File: src/rtl/finish_banner_ctrl_pkg.sv
`default_nettype none
// ============================================================================
// Package : finish_pkg
// Shared state encoding, screen constants and small elaboration helpers for
// the FINISH banner sequencer.
// Rev 1.0 - initial release
// ============================================================================
package finish_pkg;

  typedef enum logic [2:0] {
    IDLE   = 3'd0,
    SLIDE  = 3'd1,
    BOUNCE = 3'd2,
    BLINK  = 3'd3,
    HOLD   = 3'd4,
    DONE   = 3'd5
  } banner_state_t;

  localparam int SCREEN_H = 480;
  localparam int SCREEN_W = 640;

  function automatic int max_int(input int a, input int b);
    return (a > b) ? a : b;
  endfunction

endpackage
`default_nettype wire

File: src/rtl/finish_banner_ctrl_if.sv
`default_nettype none
// ============================================================================
// Interface : finish_banner_ctrl_if
// Game-state controls into the banner sequencer and renderer-facing outputs.
// Rev 1.0 - initial release
// ============================================================================
interface finish_banner_ctrl_if;

  logic       frame_tick;
  logic       finish_trig;
  logic       clear;
  logic [9:0] text_x;
  logic [9:0] text_y;
  logic       banner_visible;
  logic       busy;
  logic       done;

  modport master (
    output frame_tick, finish_trig, clear,
    input  text_x, text_y, banner_visible, busy, done
  );

  modport slave (
    input  frame_tick, finish_trig, clear,
    output text_x, text_y, banner_visible, busy, done
  );

endinterface
`default_nettype wire

File: src/rtl/finish_banner_ctrl_frame_timer.sv
`default_nettype none
// ============================================================================
// Module : frame_timer
// Loadable down-counter advanced by frame_tick; flags the tick seen at zero.
// Rev 1.0 - initial release
// ============================================================================
module frame_timer #(
  parameter int WIDTH = 8
) (
  input  wire logic             clk,
  input  wire logic             reset,
  input  wire logic             i_frame_tick,
  input  wire logic             i_load,
  input  wire logic [WIDTH-1:0] i_load_val,
  output logic                  o_expired
);

  logic [WIDTH-1:0] r_count;

  always_ff @(posedge clk or posedge reset) begin
    if (reset) begin
      r_count <= '0;
    end else if (i_load) begin
      r_count <= i_load_val;
    end else if (i_frame_tick && (r_count != '0)) begin
      r_count <= r_count - 1'b1;
    end
  end

  // A load value of N expires on the (N+1)th frame_tick.
  assign o_expired = i_frame_tick && (r_count == '0);

endmodule
`default_nettype wire

File: src/rtl/finish_banner_ctrl.sv
`default_nettype none
// ============================================================================
// Module : finish_banner_ctrl
// FINISH banner sequencer: slide-down, blink, hold, latched done; all outputs
// registered and advanced only on frame_tick. Optional overshoot-and-settle
// motion is enabled with `define FINISH_BOUNCE_EN.
// Rev 1.0 - initial release
// ============================================================================
module finish_banner_ctrl
  import finish_pkg::*;
#(
  parameter logic [9:0] TARGET_X      = 10'd300,
  parameter logic [9:0] TARGET_Y      = 10'd236,
  parameter logic [9:0] START_Y       = 10'd0,
  parameter int         SLIDE_STEP    = 4,
  parameter int         BLINK_FRAMES  = 8,
  parameter int         BLINK_TOGGLES = 6,
  parameter int         HOLD_FRAMES   = 120
`ifdef FINISH_BOUNCE_EN
  ,
  parameter int         BOUNCE_PX     = 6
`endif
) (
  input  wire logic           clk,
  input  wire logic           reset,
  finish_banner_ctrl_if.slave bus
);

  localparam int c_TMR_W = $clog2(max_int(max_int(BLINK_FRAMES, HOLD_FRAMES), 2));
  localparam int c_TOG_W = $clog2(BLINK_TOGGLES + 1);

  localparam logic [c_TMR_W-1:0] c_BLINK_LOAD = c_TMR_W'(BLINK_FRAMES - 1);
  localparam logic [c_TMR_W-1:0] c_HOLD_LOAD  = c_TMR_W'(HOLD_FRAMES - 1);
  localparam logic [c_TOG_W-1:0] c_TOG_LAST   = c_TOG_W'(BLINK_TOGGLES - 1);

`ifdef FINISH_BOUNCE_EN
  localparam logic [10:0] c_SLIDE_LIMIT = {1'b0, TARGET_Y} + 11'(BOUNCE_PX);
`else
  localparam logic [10:0] c_SLIDE_LIMIT = {1'b0, TARGET_Y};
`endif

  banner_state_t      r_state, w_state_nxt;
  logic [9:0]         r_text_x;
  logic [9:0]         r_text_y, w_text_y_nxt;
  logic               r_vis, w_vis_nxt;
  logic               r_busy, w_busy_nxt;
  logic               r_done, w_done_nxt;
  logic [c_TOG_W-1:0] r_tog_cnt, w_tog_nxt;
  logic [10:0]        w_sum;
  logic               w_tmr_load;
  logic [c_TMR_W-1:0] w_tmr_val;
  logic               w_tmr_expired;
`ifdef FINISH_BOUNCE_EN
  logic [9:0]         w_dec_y;
`endif

  frame_timer #(
    .WIDTH (c_TMR_W)
  ) u_frame_timer (
    .clk          (clk),
    .reset        (reset),
    .i_frame_tick (bus.frame_tick),
    .i_load       (w_tmr_load),
    .i_load_val   (w_tmr_val),
    .o_expired    (w_tmr_expired)
  );

  always_ff @(posedge clk or posedge reset) begin
    if (reset) begin
      r_state   <= IDLE;
      r_text_x  <= TARGET_X;
      r_text_y  <= START_Y;
      r_vis     <= 1'b0;
      r_busy    <= 1'b0;
      r_done    <= 1'b0;
      r_tog_cnt <= '0;
    end else begin
      r_state   <= w_state_nxt;
      r_text_x  <= TARGET_X;
      r_text_y  <= w_text_y_nxt;
      r_vis     <= w_vis_nxt;
      r_busy    <= w_busy_nxt;
      r_done    <= w_done_nxt;
      r_tog_cnt <= w_tog_nxt;
    end
  end

  always_comb begin
    w_state_nxt  = r_state;
    w_text_y_nxt = r_text_y;
    w_vis_nxt    = r_vis;
    w_busy_nxt   = r_busy;
    w_done_nxt   = r_done;
    w_tog_nxt    = r_tog_cnt;
    w_tmr_load   = 1'b0;
    w_tmr_val    = '0;
    w_sum        = {1'b0, r_text_y} + 11'(SLIDE_STEP);
`ifdef FINISH_BOUNCE_EN
    w_dec_y      = r_text_y - 10'd1;
`endif

    if (bus.clear) begin
      w_state_nxt  = IDLE;
      w_text_y_nxt = START_Y;
      w_vis_nxt    = 1'b0;
      w_busy_nxt   = 1'b0;
      w_done_nxt   = 1'b0;
      w_tog_nxt    = '0;
      w_tmr_load   = 1'b1;
    end else if (bus.finish_trig && !r_busy) begin
      // Same-cycle frame_tick is deliberately not consumed here.
      w_state_nxt  = SLIDE;
      w_text_y_nxt = START_Y;
      w_vis_nxt    = 1'b1;
      w_busy_nxt   = 1'b1;
      w_done_nxt   = 1'b0;
      w_tog_nxt    = '0;
      w_tmr_load   = 1'b1;
    end else begin
      case (r_state)
        SLIDE: begin
          if (bus.frame_tick) begin
            if (w_sum >= c_SLIDE_LIMIT) begin
              w_text_y_nxt = c_SLIDE_LIMIT[9:0];
`ifdef FINISH_BOUNCE_EN
              w_state_nxt  = BOUNCE;
`else
              w_state_nxt  = BLINK;
              w_tmr_load   = 1'b1;
              w_tmr_val    = c_BLINK_LOAD;
              w_tog_nxt    = '0;
`endif
            end else begin
              w_text_y_nxt = w_sum[9:0];
            end
          end
        end
`ifdef FINISH_BOUNCE_EN
        BOUNCE: begin
          if (bus.frame_tick) begin
            if ((r_text_y <= TARGET_Y) || (w_dec_y == TARGET_Y)) begin
              w_text_y_nxt = TARGET_Y;
              w_state_nxt  = BLINK;
              w_tmr_load   = 1'b1;
              w_tmr_val    = c_BLINK_LOAD;
              w_tog_nxt    = '0;
            end else begin
              w_text_y_nxt = w_dec_y;
            end
          end
        end
`endif
        BLINK: begin
          if (w_tmr_expired) begin
            w_vis_nxt  = ~r_vis;
            w_tog_nxt  = r_tog_cnt + 1'b1;
            w_tmr_load = 1'b1;
            if (r_tog_cnt == c_TOG_LAST) begin
              w_state_nxt = HOLD;
              w_vis_nxt   = 1'b1;
              w_tmr_val   = c_HOLD_LOAD;
            end else begin
              w_tmr_val   = c_BLINK_LOAD;
            end
          end
        end
        HOLD: begin
          if (w_tmr_expired) begin
            w_state_nxt = DONE;
            w_busy_nxt  = 1'b0;
            w_done_nxt  = 1'b1;
          end
        end
        default: ;
      endcase
    end
  end

  assign bus.text_x         = r_text_x;
  assign bus.text_y         = r_text_y;
  assign bus.banner_visible = r_vis;
  assign bus.busy           = r_busy;
  assign bus.done           = r_done;

endmodule
`default_nettype wire

File: src/flat_wrapper.sv
// flat-port wrapper written by rule: the top's interface ports become plain ports
module finish_banner_ctrl_flat import finish_pkg::*;
#(
  parameter logic [9:0] TARGET_X      = 10'd300,
  parameter logic [9:0] TARGET_Y      = 10'd236,
  parameter logic [9:0] START_Y       = 10'd0,
  parameter int         SLIDE_STEP    = 4,
  parameter int         BLINK_FRAMES  = 8,
  parameter int         BLINK_TOGGLES = 6,
  parameter int         HOLD_FRAMES   = 120

)
  (clk, reset, bus_frame_tick, bus_finish_trig, bus_clear, bus_text_x, bus_text_y, bus_banner_visible, bus_busy, bus_done);
  finish_banner_ctrl_if bus_i ();
  input  wire logic clk;
  input  wire logic reset;
  input wire logic [$bits(bus_i.frame_tick)-1:0] bus_frame_tick;
  input wire logic [$bits(bus_i.finish_trig)-1:0] bus_finish_trig;
  input wire logic [$bits(bus_i.clear)-1:0] bus_clear;
  output wire logic [$bits(bus_i.text_x)-1:0] bus_text_x;
  output wire logic [$bits(bus_i.text_y)-1:0] bus_text_y;
  output wire logic [$bits(bus_i.banner_visible)-1:0] bus_banner_visible;
  output wire logic [$bits(bus_i.busy)-1:0] bus_busy;
  output wire logic [$bits(bus_i.done)-1:0] bus_done;
  assign bus_i.frame_tick = bus_frame_tick;
  assign bus_i.finish_trig = bus_finish_trig;
  assign bus_i.clear = bus_clear;
  assign bus_text_x = bus_i.text_x;
  assign bus_text_y = bus_i.text_y;
  assign bus_banner_visible = bus_i.banner_visible;
  assign bus_busy = bus_i.busy;
  assign bus_done = bus_i.done;
  finish_banner_ctrl #(.TARGET_X(TARGET_X), .TARGET_Y(TARGET_Y), .START_Y(START_Y), .SLIDE_STEP(SLIDE_STEP), .BLINK_FRAMES(BLINK_FRAMES), .BLINK_TOGGLES(BLINK_TOGGLES), .HOLD_FRAMES(HOLD_FRAMES)) u_core (.clk(clk), .reset(reset), .bus(bus_i));
endmodule
File: config.mk
export PLATFORM = sky130hd
export DESIGN_NAME = finish_banner_ctrl_flat
export DESIGN_NICKNAME = d
export VERILOG_FILES = /design/src/rtl/finish_banner_ctrl_pkg.sv /design/src/rtl/finish_banner_ctrl_if.sv /design/src/rtl/finish_banner_ctrl_frame_timer.sv /design/src/rtl/finish_banner_ctrl.sv /design/src/flat_wrapper.sv
export SDC_FILE = /design/constraint.sdc
export NUM_CORES = 1
export LEC_CHECK = 0
export BUFFER_PORTS_ARGS = -buffer_cell sky130_fd_sc_hd__buf_2
export CAP_MARGIN = 10
export CORE_ASPECT_RATIO = 0.8
export CORE_MARGIN = 3
export CORE_UTILIZATION = 30
export CTS_BUF_LIST = sky130_fd_sc_hd__clkbuf_8
export DETAILED_ROUTE_END_ITERATION = 6
export GPL_ROUTABILITY_DRIVEN = 0
export HOLD_SLACK_MARGIN = 0.15
export PLACE_DENSITY_LB_ADDON = 0.15
export SYNTH_ARGS = -nofsm -noshare
export SYNTH_HDL_FRONTEND = slang
export SYNTH_SLANG_ARGS = --single-unit
File: constraint.sdc
create_clock -name clk -period 4.05 [get_ports clk]
set_clock_uncertainty 0.05 [all_clocks]
set_input_delay 0.2025 -clock clk [delete_from_list [all_inputs] [get_ports clk]]
set_output_delay 0.2025 -clock clk [all_outputs]
set_load 0.02 [all_outputs]
# After elaboration in Yosys (flattened, before gate mapping)
# Index checks and enable logic that the tools add are counted.
[totals]
ff_bits = 26
latchBits = 0
mem_bits_rw = 0
rom_bits = 0
in_bits = 5
out_inout_bits = 23
word_cells = 87
mem_count = 0
[op_classes]
add_sub_neg = 3
multipliers = 0
div_mod_pow = 0
n_lt_le_gt_ge = 1
eq_ne = 9
shifts = 0
muxes = 47
bitwise = 1
n_reduce_logical = 19
[ops]
columns = ["operator", "count"]
rows = [
  ["2-to-1 mux 10 bit", 5],
  ["2-to-1 mux 7 bit", 7],
  ["2-to-1 mux 3 bit", 13],
  ["2-to-1 mux 1 bit", 18],
  ["nonzero test 3 bit", 5],
  ["case mux 7 bit (2 select lines)", 1],
  ["inequality test 4 x 3 -> 1 bit (second input constant)", 3],
  ["adder 10 x 3 -> 11 bit (second input constant)", 1],
  ["greater-or-equal comparator 11 x 8 -> 1 bit (second input constant)", 1],
  ["case mux 3 bit (3 select lines)", 1],
  ["inequality test 4 x 2 -> 1 bit (second input constant)", 2],
  ["logical NOT 7 bit", 1],
  ["nonzero test 7 bit", 1],
  ["subtractor 7 x 1 -> 7 bit (second input constant)", 1],
  ["== test 3 bit (second input constant)", 2],
  ["case mux 3 bit (2 select lines)", 1],
  ["AND reduction 2 bit", 3],
  ["AND reduction 6 bit", 1],
  ["nonzero test 5 bit", 1],
  ["AND reduction 4 bit", 1],
  ["nonzero test 4 bit", 1],
  ["adder 3 x 1 -> 3 bit (second input constant)", 1],
  ["== test 3 x 1 -> 1 bit (second input constant)", 1],
  ["== test 3 x 2 -> 1 bit (second input constant)", 1],
  ["5 further kinds", 7],
]

# Longest topological paths before layout
[depth]
depth_word = 8
ltp_mapped = 9
mapped_depth_nobuf = 8

# By module
# From an unflattened synthesis, not the netlist that was laid out.
[unflattened]
cells_unflattened = 191
hier_area_um2 = 1632.8
[modules_own_cells]
columns = ["mod", "instances", "cells_each", "area_per_inst_um2"]
rows = [
  ["finish_banner_ctrl", 1, 138, 1149.9],
  ["frame_timer", 1, 53, 483.0],
]

# Worst setup path after synthesis
# OpenSTA, ideal clock, no wires.
[synth_timing]
path_type = "reg2reg"
startpoint = "register u_core.r_text_y[2] (netlist: u_core.bus.text_y[2])"
endpoint = "register u_core.u_frame_timer.r_count[4]"
setup_time_ps = 87
t_arrival_ps = 2181
required_time_ps = 3913
slack_ps = 1733
stages_incl_launch_ff = 9
n_path_buf = 1
path_cell_list = "dfrtp_1 > ha_1 > and4_1 > a211oi_1 > a41o_1 > o22a_1 > clkbuf_1 > a21oi_1 > a211oi_2"
[synth_between]
elab_chain_cells = 8
elab_cells_between_ends = 9
[synth_lines]
columns = ["element", "line_no", "source"]
rows = [
  ["start, declared", "finish_banner_ctrl.sv:44", "logic [9:0] r_text_y, w_text_y_nxt;"],
  ["start signal, assigned", "finish_banner_ctrl.sv:80", "r_text_y <= w_text_y_nxt;"],
  ["adder 10 x 3 -> 11 bit (*)", "finish_banner_ctrl.sv:97", "w_sum = {1'b0, r_text_y} + 11'(SLIDE_STEP);"],
  ["greater-or-equal comparator 11 x 8 -> 1 bit (*)", "finish_banner_ctrl.sv:123", "if (w_sum >= c_SLIDE_LIMIT) begin"],
  ["2-to-1 mux 1 bit (*)", "finish_banner_ctrl.sv:123", ""],
  ["2-to-1 mux 1 bit (*)", "finish_banner_ctrl.sv:122", "if (bus.frame_tick) begin"],
  ["case mux 1 bit (2 select lines) (*)", "finish_banner_ctrl.sv:120", "case (r_state)"],
  ["2-to-1 mux 1 bit (*)", "finish_banner_ctrl.sv:110", "end else if (bus.finish_trig && !r_busy) begin"],
  ["2-to-1 mux 1 bit (*)", "finish_banner_ctrl.sv:102", "if (bus.clear) begin"],
  ["2-to-1 mux 7 bit or nonzero test 2 bit (tied branches)", "-", ""],
  ["end signal, assigned", "finish_banner_ctrl_frame_timer.sv:24", "r_count <= i_load_val;"],
  ["end signal, assigned", "finish_banner_ctrl_frame_timer.sv:26", "r_count <= r_count - 1'b1;"],
  ["end, declared", "finish_banner_ctrl_frame_timer.sv:18", "logic [WIDTH-1:0] r_count;"],
]
# Every way passes the cells marked *; elsewhere a longest branch is shown, timed or not.
# A chain may end at the register's enable or synchronous reset.

# Worst setup path in the final report
[layout_timing]
startpoint = "register u_core.u_frame_timer.r_count[0]"
endpoint = "register u_core.r_tog_cnt[1]"
[layout_between]
elab_chain_cells = 4
[layout_lines]
columns = ["element", "line_no", "source"]
rows = [
  ["logical NOT 7 bit", "finish_banner_ctrl_frame_timer.sv:31", "assign o_expired = i_frame_tick && (r_count == '0);"],
  ["logical AND 1 bit", "finish_banner_ctrl_frame_timer.sv:31", ""],
  ["inequality test 4 x 3 -> 1 bit (no source line)", "-", ""],
  ["AND reduction 4 bit (no source line)", "-", ""],
  ["end signal, assigned", "finish_banner_ctrl.sv:84", "r_tog_cnt <= w_tog_nxt;"],
  ["end, declared", "finish_banner_ctrl.sv:48", "logic [c_TOG_W-1:0] r_tog_cnt, w_tog_nxt;"],
]
# Every way passes these cells.

==> impl_metrics.tcl <==
set metrics [dict create \
    seq_area_um2 601 \
    clock_path_buffers 2 \
    row_count 22 \
    final-hold-violation-count 0 \
    required_ps 4190 \
    via_per_inst 5.14 \
    synth_common_cells "24 x dfrtp_1, 16 x a21oi_1, 14 x nor2_1" \
    cts_htree_levels 1 \
    ys_top_cells_by_area "dfrtp_1 38%, buf_4 6.2%, a21oi_1 5.1%, ha_1 4.0%, nor2_1 3.4%" \
    port_buffers 15 \
    yosysTopAreaCell "dfrtp_1" \
    critical-path-slowest-cell "or4b_4" \
    rsz0062_at_grt "false" \
    via_count 1300 \
    die_w_um 86.8 \
    syn_area_um2 1570 \
    cp.arrival_ps 2590 \
    fin_crit_ps 2450 \
    clock-sinks 24 \
    grt_max_degree 25 \
    setup_slack_ps 1600 \
    grt_pass1_vias 1227 \
    insertion_delay_ps 270 \
    p_per_area_nw_per_um2 367 \
    status "complete, no violations" \
    ys_warn_count 0 \
    wl_per_cell_um 13.4 \
    ys_seq_area_share_pct 38.3 \
    min_period_over_period_pct 60.6 \
    synth_cells 182 \
    root_buffer "clkbuf_8" \
    start_kind "register" \
    cp_max_fo 6 \
    end_kind "register" \
    grt_overflow 0 \
    drt_iter0_drc 73 \
    nets 205 \
    synth-edff-count 0 \
    slew_viol_final 0 \
    routed_wl_um 3390 \
    dpl_cell_area_um2 1630 \
    path_class "reg2reg" \
    antenna_found_initial 0 \
    cap_violations 0 \
    async_flop_share_pct 100 \
    ys_types 47 \
    first_pass_iters 4 \
    max_stage_delay_ps 560 \
    grt_pass1_wl_um 6050 \
    drtAntennaViolNets 0 \
    drc 0 \
    die_h_um 70.6 \
    core-area_um2 4820 \
    area_delta_synth_final_pct 8.23 \
    finalInstanceArea_um2 1700 \
    drive_gt1_share_pct 14.0 \
    io_pins 28 \
    yosysMostFrequentCell "dfrtp_1" \
    ys_dominant_reg_cell "dfrtp_1" \
    setup_tns_ps 0 \
    initial_core_util_pct 32.5 \
    path_cells "inv_1 -> ha_1 -> or4b_4 -> or4b_4 -> nor2_4 -> nor2_2 -> and2_4 -> o31ai_2" \
    post_cts_resized 0 \
    tritoncts "yes" \
    synth_seq_cells 24 \
    crit_top_cell "or4b_4" \
    grt_usage_pct 12.3 \
    placedCellCount 248 \
    fmax_mhz 407 \
    dieArea_um2 6130 \
    fillerInstances 496 \
    power_mw 0.623 \
    final_cell_count_no_fill 253 \
    ir_drop_mv 0.148 \
    syn_area_per_cell_um2 8.61 \
    slew_headroom_pct 35.8 \
    hold_path_class "in2reg" \
    p_leak_nw 0.773 \
    dp_hpwl_um 2530 \
    cts_made_buffers 3 \
    tightestPinTransition_ps 962 \
    finalSetupViolations 0 \
    post-place-ws_ps 1600 \
    diodes 0 \
    synth_top_area_share_pct 38.3 \
    multi_input_area_um2 846 \
    path_clk_slew_ps 80 \
]
## kinds of logic (layout without fill, tap and decap cells)
group | after synthesis | in the layout | synth area share, %
other cells | 2 | 12 | 0.479
buf+inv | 29 | 30 | 10.1
fa+ha+maj | 5 | 5 | 3.99
flops | 24 | 24 | 38.3
xor+xnor | 2 | 2 | 1.12
compound gates | 46 | 46 | 19.5
simple gates | 73 | 73 | 25.9
mux | 1 | 1 | 0.639
## path summary, 6_finish.rpt
kind	end	cells past startpoint	from	slack, ps
setup / recovery	u_core.r_tog_cnt[1]$_DFFE_PP0P_	8	u_core.u_frame_timer.r_count[0]$_DFFE_PP0P_	1600
max in group asynchronous	u_core.r_state[1]$_DFFE_PP0P_	3	reset	2720
hold reg to reg	u_core.bus.done$_DFFE_PP0P_	2	u_core.bus.done$_DFFE_PP0P_	470
hold / removal	u_core.bus.banner_visible$_DFFE_PP0P_	3	bus_finish_trig	200
min in group asynchronous	u_core.bus.text_y[7]$_DFFE_PP0P_	3	reset	640
setup reg to reg	u_core.r_tog_cnt[1]$_DFFE_PP0P_	8	u_core.u_frame_timer.r_count[0]$_DFFE_PP0P_	1600
## layout make-up
cell class	instances	area share (%)
Multi-Input combinational cell	139	49.9
Sequential cell	24	35.4
Timing Repair Buffer	17	5.61
Tap cell	60	4.43
Clock buffer	3	2.44
Inverter	10	2.21
## metrics by stage
| stage | util, % | hold WS, ps |
|---|---|---|
| final | 35.2 | 198 |
| after global routing | 35.2 | 224 |
| after CTS | 35.2 | 193 |
| after detailed placement | 33.9 | 368 |
| after global placement | 33.9 | 360 |
| after floorplan | - | 167 |
## cells in the final DEF, fill, tap and decap left out, types with 2 or more instances in the layout
master / synthesis / routed
buf_2: 0 / 15
inv_1: 10 / 10
conb_1: 2 / 12
or4b_4: 2 / 2
nor3_1: 4 / 4
and3_1: 5 / 5
nand3_1: 10 / 10
nor2_1: 14 / 14
clkbuf_8: 0 / 3
dlygate4sd3_1: 0 / 2
nand2_1: 12 / 12
dfrtp_1: 24 / 24
a21oi_1: 16 / 16
nor2b_1: 5 / 5
ha_1: 5 / 5
o21ai_0: 8 / 8
and2_1: 2 / 2
or3_1: 2 / 2
a31oi_1: 3 / 3
nand2b_1: 4 / 4
a211oi_1: 2 / 2
nor3b_1: 3 / 3
nand4_1: 2 / 2
xnor2_1: 2 / 2
o21a_1: 3 / 3
## worst max-delay path: cells and delay by family (launching register included)
family | cells | cell delay, ps
fa+ha+maj | 1 | 160
buf+inv | 1 | 70
simple gates | 5 | 1480
flops | 1 | 410
compound gates | 1 | 200
## power by group
group | leakage [nW] | switching, mW | internal (mW)
combinational | 0.423 | 0.116 | 0.0803
sequential | 0.328 | 0.0233 | 0.259
clock | 0.0216 | 0.0780 | 0.0667
## sequential cells by signal, indices dropped and copies added, names as in the netlist
signal and flops:
u_core.bus.text_y 8, u_core.u_frame_timer.r_count 7, u_core.r_state 3, u_core.r_tog_cnt 3
u_core.bus.banner_visible 1, u_core.bus.busy 1, u_core.bus.done 1
## timing repair
| action | in CTS | in global routing |
|---|---|---|
| setup buffers | 0 | 0 |
| endpoints found under the hold margin | 16 | 0 |
| hold buffers | 2 | 0 |
## metal layers
layer  GRT usage, %  part of all wire (%)
met5              0                     0
met4           3.11                   1.0
met3           3.61                   4.9
met2           17.4                    42
met1           18.1                    52
(Power assumes the default switching activity.)
